`config.mk`:
```
export PLATFORM = sky130hd
export DESIGN_NAME = io_write_arbiter
export DESIGN_NICKNAME = d
export VERILOG_FILES = /design/src/rtl/io_write_arbiter.sv
export SDC_FILE = /design/constraint.sdc
export NUM_CORES = 1
export LEC_CHECK = 0
export ABC_AREA = 1
export BUFFER_PORTS_ARGS = -buffer_cell sky130_fd_sc_hd__buf_2
export CORE_MARGIN = 2
export CORE_UTILIZATION = 45
export DETAILED_ROUTE_END_ITERATION = 10
export GPL_TIMING_DRIVEN = 0
export PLACE_DENSITY = 0.7
export SYNTH_ARGS = -nofsm -noshare
export SYNTH_HDL_FRONTEND = slang
export SYNTH_SLANG_ARGS = --single-unit
```
`constraint.sdc`:
```
create_clock -name io_clk -period 4.2 [get_ports io_clk]
set_clock_uncertainty 0.1 [all_clocks]
set_input_delay 0.84 -clock io_clk [delete_from_list [all_inputs] [get_ports io_clk]]
set_output_delay 0.84 -clock io_clk [all_outputs]
set_load 0.02 [all_outputs]
```
`src/rtl/io_write_arbiter.sv`:
```
`default_nettype none
// ============================================================================
//  Module      : io_write_arbiter
//  Description : Two-master write arbiter for the output-port register bank.
//                Each master owns a one-entry holding buffer. A round-robin
//                grant drains one buffer per cycle into registered
//                addr/datain. A one-cycle write strobe is issued when the
//                port code is in range; otherwise a one-cycle error flag is
//                raised.
//  Revision    : 1.0  initial release
// ============================================================================
module io_write_arbiter #(
   parameter logic [5:0] BASE_SEL  = 6'b100000,
   parameter int         NUM_PORTS = 3
) (
   input  logic        io_clk,
   input  logic        clrn,
   input  logic        m0_valid,
   input  logic [31:0] m0_addr,
   input  logic [31:0] m0_data,
   output logic        m0_ready,
   input  logic        m1_valid,
   input  logic [31:0] m1_addr,
   input  logic [31:0] m1_data,
   output logic        m1_ready,
   output logic [31:0] addr,
   output logic [31:0] datain,
   output logic        write_io_enable,
   output logic        err_pulse,
   output logic        last_grant
);

   // Port-code window, widened by one bit so BASE_SEL+NUM_PORTS-1 cannot wrap.
   localparam logic [6:0] c_FIRST_SEL = {1'b0, BASE_SEL};
   localparam logic [6:0] c_LAST_SEL  = c_FIRST_SEL + 7'(NUM_PORTS) - 7'd1;

   typedef enum logic [1:0] {
      ST_IDLE   = 2'd0,
      ST_GRANT0 = 2'd1,
      ST_GRANT1 = 2'd2
   } state_t;

   state_t      r_state;
   state_t      w_next_state;

   logic        r_buf0_full;
   logic [31:0] r_buf0_addr;
   logic [31:0] r_buf0_data;
   logic        r_buf1_full;
   logic [31:0] r_buf1_addr;
   logic [31:0] r_buf1_data;

   logic [31:0] r_addr;
   logic [31:0] r_datain;
   logic        r_wr_en;
   logic        r_err;
   logic        r_last_grant;

   logic        w_prev_grant;
   logic        w_grant0;
   logic        w_grant1;
   logic        w_accept0;
   logic        w_accept1;
   logic [31:0] w_sel_addr;
   logic [31:0] w_sel_data;
   logic [6:0]  w_sel_code;
   logic        w_addr_ok;

   // The grant is decided from registered buffer state, so the buffer being
   // drained on the coming edge is cleared (or refilled with a fresh entry)
   // on that same edge and is never issued twice.
   assign w_grant0  = (w_next_state == ST_GRANT0);
   assign w_grant1  = (w_next_state == ST_GRANT1);

   // Ready depends only on registers: free buffer, or buffer drained this edge.
   assign m0_ready  = ~r_buf0_full | w_grant0;
   assign m1_ready  = ~r_buf1_full | w_grant1;

   assign w_accept0 = m0_valid & m0_ready;
   assign w_accept1 = m1_valid & m1_ready;

   assign w_sel_addr = w_grant1 ? r_buf1_addr : r_buf0_addr;
   assign w_sel_data = w_grant1 ? r_buf1_data : r_buf0_data;
   assign w_sel_code = {1'b0, w_sel_addr[7:2]};
   assign w_addr_ok  = (w_sel_code >= c_FIRST_SEL) && (w_sel_code <= c_LAST_SEL);

   // Next-grant selection: single requester wins, a tie goes to the master
   // that was not granted last (back-to-back grants use the state register,
   // otherwise the remembered last grant).
   always_comb begin
      w_prev_grant = r_last_grant;
      w_next_state = ST_IDLE;
      if (r_state == ST_GRANT0) begin
         w_prev_grant = 1'b0;
      end else if (r_state == ST_GRANT1) begin
         w_prev_grant = 1'b1;
      end
      case ({r_buf1_full, r_buf0_full})
         2'b01:   w_next_state = ST_GRANT0;
         2'b10:   w_next_state = ST_GRANT1;
         2'b11:   w_next_state = w_prev_grant ? ST_GRANT0 : ST_GRANT1;
         default: w_next_state = ST_IDLE;
      endcase
   end

   // State register: records the grant issued on each edge.
   always_ff @(posedge io_clk or negedge clrn) begin
      if (!clrn) begin
         r_state <= ST_IDLE;
      end else begin
         r_state <= w_next_state;
      end
   end

   // Master 0 holding buffer: a new accept wins over the clear of a drained entry.
   always_ff @(posedge io_clk or negedge clrn) begin
      if (!clrn) begin
         r_buf0_full <= 1'b0;
         r_buf0_addr <= 32'd0;
         r_buf0_data <= 32'd0;
      end else if (w_accept0) begin
         r_buf0_full <= 1'b1;
         r_buf0_addr <= m0_addr;
         r_buf0_data <= m0_data;
      end else if (w_grant0) begin
         r_buf0_full <= 1'b0;
      end
   end

   // Master 1 holding buffer: same policy as master 0.
   always_ff @(posedge io_clk or negedge clrn) begin
      if (!clrn) begin
         r_buf1_full <= 1'b0;
         r_buf1_addr <= 32'd0;
         r_buf1_data <= 32'd0;
      end else if (w_accept1) begin
         r_buf1_full <= 1'b1;
         r_buf1_addr <= m1_addr;
         r_buf1_data <= m1_data;
      end else if (w_grant1) begin
         r_buf1_full <= 1'b0;
      end
   end

   // Bank-side outputs: load on a grant, strobe or flag for exactly one cycle.
   always_ff @(posedge io_clk or negedge clrn) begin
      if (!clrn) begin
         r_addr       <= 32'd0;
         r_datain     <= 32'd0;
         r_wr_en      <= 1'b0;
         r_err        <= 1'b0;
         r_last_grant <= 1'b1;
      end else if (w_grant0 | w_grant1) begin
         r_addr       <= w_sel_addr;
         r_datain     <= w_sel_data;
         r_wr_en      <= w_addr_ok;
         r_err        <= ~w_addr_ok;
         r_last_grant <= w_grant1;
      end else begin
         r_wr_en      <= 1'b0;
         r_err        <= 1'b0;
      end
   end

   assign addr            = r_addr;
   assign datain          = r_datain;
   assign write_io_enable = r_wr_en;
   assign err_pulse       = r_err;
   assign last_grant      = r_last_grant;

endmodule
`default_nettype wire

```
Word-level counts from Yosys, hierarchy flattened --
Cells that the tools add are included.
Storage, ports and cells: bits in registers 199, bits of input ports 132, memory bits (writable) 0, output and inout port bits 69, memories 0, memory bits (read-only) 0, latch bits 0
Cells by class: eq/ne operators 7, bitwise logic cells 8, shift operators 0, mux-type cells 12, div/mod/pow operators 0, reductions and logical operators 3, $lt $le $gt $ge 2, add/sub/neg operators 0, multipliers 0
Operator list (count):
- 32-bit 2-to-1 mux | 2
- 2-bit equality test, second input constant | 4
- 1-bit 2-to-1 mux | 8
- 2-bit by 1-bit equality test with 1-bit output, second input constant | 3
- 6-bit >= comparator, second input constant | 1
- 6-bit less-or-equal comparator, second input constant | 1
- 2-bit case mux with 3 select lines | 1
- 2-bit nonzero test | 2
- 1-bit inverter | 3
- 1-bit bitwise OR | 3
- 1-bit bitwise AND | 2
- 2-bit 2-to-1 mux | 1
- 1-bit logical AND | 1

Logic depth before layout (Yosys ltp) --
depth after elaboration 11, gate-level depth with buffers 11, mapped depth without buffers 11

Worst setup path after synthesis --
No wires, ideal clock.
kind reg-to-reg, from reg r_last_grant (netlist: last_grant), to reg r_buf1_addr[2], cell stages (with the launch flop) 7, path buffers 1, clock period less this slack 2.003 ns, arrival 1.778 ns, setup time 0.125 ns, path slack 2.197 ns, path through dfstp_2 -> inv_1 -> o21bai_1 -> nand4_1 -> nand2_1 -> buf_4 -> mux2_2
Between the ends: longest elaborated chain between the ends 7
RTL lines:
- start, declared | RTL line 57 | logic r_last_grant;
- start signal, assigned | RTL line 158 | r_last_grant <= w_grant1;
- 1-bit 2-to-1 mux | RTL line 95 | end else if (r_state == ST_GRANT1) begin
- 1-bit 2-to-1 mux | RTL line 93 | if (r_state == ST_GRANT0) begin
- 2-bit 2-to-1 mux | RTL line 101 | 2'b11: w_next_state = w_prev_grant ? ST_GRANT0 : ST_GRANT1;
- 2-bit case mux with 3 select lines | RTL line 98 | case ({r_buf1_full, r_buf0_full})
- 2-bit equality test | RTL line 73 | assign w_grant1 = (w_next_state == ST_GRANT1);
- 1-bit bitwise OR | RTL line 77 | assign m1_ready = ~r_buf1_full | w_grant1;
- net m1_ready | RTL line 25 | output logic m1_ready,
- 1-bit bitwise AND | RTL line 80 | assign w_accept1 = m1_valid & m1_ready;
- end signal, assigned | RTL line 138 | r_buf1_addr <= m1_addr;
- end, declared | RTL line 50 | logic [31:0] r_buf1_addr;
The timed path passes the listed nets, and every way through them passes these cells. A chain may end at the register's enable or synchronous reset.

Worst setup path in the final report --
from reg r_last_grant (netlist: last_grant), to out m1_ready
Between the ends: longest elaborated chain between the ends 6
RTL lines (RTL line):
- 1-bit 2-to-1 mux | 95
- 1-bit 2-to-1 mux | 93
- 2-bit 2-to-1 mux | 101
- 2-bit case mux with 3 select lines | 98
- 2-bit equality test | 73
- 1-bit bitwise OR | 77
- end, declared | 25
No other way between the ends.

==> results.md <==
- Largest family of logic cells by synthesized area: compound AO/OA/AOI/OAI gates
- Worst-Skew Late Latency: 0.43 ns
- CTS H-tree lvls: 4
- Inserted Clock Buffers: 17
- Initial Util: 46.4%
- Worst path cell trace: inv_1 -> o21bai_1 -> nand4_1 -> buf_2
- PostCTS Resize Cnt: 0
- Status: complete, no violations
- Ys Warns: 0
- Hold crit path type: in2async
- Register area share after synthesis: roughly 64%
- Final-layout fill cell count: 1446
- Clk slew on worst S/H paths: 0.06 ns
- Sink Count: 199
- Clock Tree Buf Depth: 2
- CTS tree: yes
- Post-Layout Cell Count: 1139
- Initial antenna violation count: 5
- Synth Cell Area: 0.00775 mm²
- Tmin final: 2.59 ns
- Crit share post-route: 61.7%
- CORE AREA: 0.0167 mm²
- Yosys top cell area share: 64.0%
- Setup Fix Bufs, Post-CTS: 0
- Root buf cell: clkbuf_16
- Chip height: around 140 µm
- # port buffers: 200
- Crit path max fanout: 4
- RSZ-0062 raised after global routing: false
- CP Class: reg2out
- FF+latch count, synth: slightly below 200
- Pleak: 4.68 nW
- # hold bufs at CTS: 0
- Compound-Gate Fraction of Synth Area: 12.1%
- Slowest cell on crit path: dfstp_2
- Largest net degree at the start of global routing: 105
- Maximum vdd drop: 0.453 mV
- Cell Pwr Density: 791 mW/mm²
- Netlist cell types: 28
- Post-Syn Nets: ~810
- Slew @ Worst Pin: 0.784 ns
- All-Layer GR Usage: 22.8%
- Synth area leader: dfrtp_1
- Crit. End Element: output port
- Mux contribution to synthesized area: 9.88%
- WP data arrival: 1.65 ns
- Post-Syn Area per Cell: 11.4 µm²
- Multi-input combinational cell area: 0.00228 mm²
- P&R area growth vs syn: 24.6%
- Top post-synthesis cells by area: dfrtp_1 (64%), a21oi_1 (6.3%), mux2_2 (6.3%), mux2_1 (3.6%), nor2_1 (3.3%)
- Simple-gate share of the synthesized area: 7.43%
- Adder-cell share of the synthesized area: 0%
- Drt pass-1 iters: 4
- MaxCap Viol Count: 0
- Final setup violation count: 0
- Util after Layout: between 50% and 60%
- Initial DRC Count: 213
- Flop2flop setup slack: 1.85 ns
- Routed vias: 5783
- Top-level port count: between 200 and 250
- DP Cell Count: 1103
- Final hold vios: 0
- Die Width: about 140 µm
- Cell Rows: 47
- Vias in the first global route: ~6000
- First-pass GRT wire length: 31400 µm
- Nets: 1034
- Register area: roughly 0.005 mm²
- Synth Area in XOR/XNOR: 0%
- Mapped Cells: 682
- Slowest stage delay, CP: 0.57 ns
- # DRC: 0
- Share of cells above drive strength 1: 34.2%
- Total wire length: 20000 µm
- Global placement routability congestion: 0.772
- WL/cell: around 18 µm
- Die Area: between 0.015 and 0.02 mm²
- Vias/cell: 5.08
- Worst path required time: 3.26 ns
- Overflow after GRT: 0
- Crit path launch type: register
- FMAX: 386 MHz
- Max-slew violations: 0
- Antenna-violating nets left: 0
- Dpl hpwl: 13800 µm
- Slew Limit Headroom: between 40% and 50%
==> state kept, by name (all words and copies together) (netlist names) <==
register         flops
r_buf0_addr         32
r_buf0_full          1
addr                32
write_io_enable      1
r_buf1_full          1
r_buf0_data         32
last_grant           1
r_buf1_addr         32
r_state              2
r_buf1_data         32
err_pulse            1
datain              32
==> Yosys cell counts (all sizes together) <==
master	count
dfrtp	198
a21oi	98
nor2	69
mux2	68
inv	67
nand2	59
o22ai	37
buf	30
o211ai	20
nand3	12
clkbuf	10
a31oi	5
o21ai	3
dfstp	1
nand3b	1
nand4	1
o21bai	1
o221ai	1
or2	1
==> power by group <==
part / switching [W] / internal, W / leakage [nW]
Combinational: 0.00191 / 0.00106 / 2.13
Clock: 0.000698 / 0.000913 / 0.283
Sequential: 0.000358 / 0.00270 / 2.27
==> layout make-up <==
type	instances	area share [%]
antenna	4	0.104
buffer	40	2.44
clock buffer	26	5.38
clock inverter	6	0.661
inverter	67	2.60
multi-input combinational	376	23.6
sequential	199	51.6
tap	220	2.85
timing repair buffer	201	10.8
==> metal layers <==
metal	up-vias	global-route usage [%]	share of wire, %	wire [µm]
met5	-	0	0.065	13
met4	2	7.52	1.2	242
met3	17	6.88	7.7	1550
met2	185	36.4	48	9620
met1	2847	30.0	43	8590
li1	2732	-	-	-
==> placed cells by master (no fill, tap or decap), types with 2 or more instances in the layout <==
cell type and count:
nand2_1 56, clkinv_2 2, a31oi_1 5, nand3_1 11, clkbuf_16 17, o21ai_0 2, clkbuf_1 13, inv_1 65
diode_2 4, o211ai_1 20, a21oi_1 97, buf_6 4, buf_2 216, dfrtp_1 198, clkbuf_8 6, buf_4 9
mux2_1 25, o22ai_1 37, mux2_2 43, inv_2 2, clkinvlp_4 2, nor2_1 68, nand2_2 3
==> logic make-up (layout without fill, tap and decap cells) <==
group,after synthesis,count (layout)
AO/OA/AOI/OAI,165,165
buffers and inverters,107,340
flip-flops,199,199
multiplexers,68,68
other,0,4
AND/OR/NAND/NOR,143,143
==> metrics by stage <==
stage | instance area (µm²) | TNS [ns] | worst slack (ns) | total power, W | hold slack (ns)
2_1_floorplan | 7750 | 0 | 2.20 | 0.00499 | 0.364
3_3_place_gp | 9020 | -230.32 | -1.18 | 0.00598 | 0.364
3_5_place_dp | 9060 | 0 | 1.89 | 0.00608 | 0.381
4_1_cts | 9640 | 0 | 1.61 | 0.00771 | 0.387
5_1_grt | 9650 | 0 | 1.52 | 0.00813 | 0.405
6_report | 9650 | 0 | 1.61 | 0.00763 | 0.347
==> worst max-delay path: cells and delay by family, from the launching register on <==
family,cells,cell delay [ns]
flip-flops,1,0.57
AND/OR/NAND/NOR,1,0.21
buffers and inverters,2,0.31
AO/OA/AOI/OAI,1,0.14
==> path summary, 6_finish.rpt <==
kind | from | end | cells after the start
worst min register to register | r_buf0_addr[8]$_DFFE_PN0P_ | r_buf0_addr[8]$_DFFE_PN0P_ | 1
worst max register to register | last_grant$_DFFE_PN1P_ | r_buf1_addr[21]$_DFFE_PN0P_ | 7
worst min-delay path | clrn | r_buf0_addr[17]$_DFFE_PN0P_ | 1
max in group asynchronous | clrn | r_buf0_data[6]$_DFFE_PN0P_ | 2
min in group io_clk | r_buf0_addr[8]$_DFFE_PN0P_ | r_buf0_addr[8]$_DFFE_PN0P_ | 1
worst max-delay path | last_grant$_DFFE_PN1P_ | m1_ready | 4
Power figures use the tool's default switching activity.
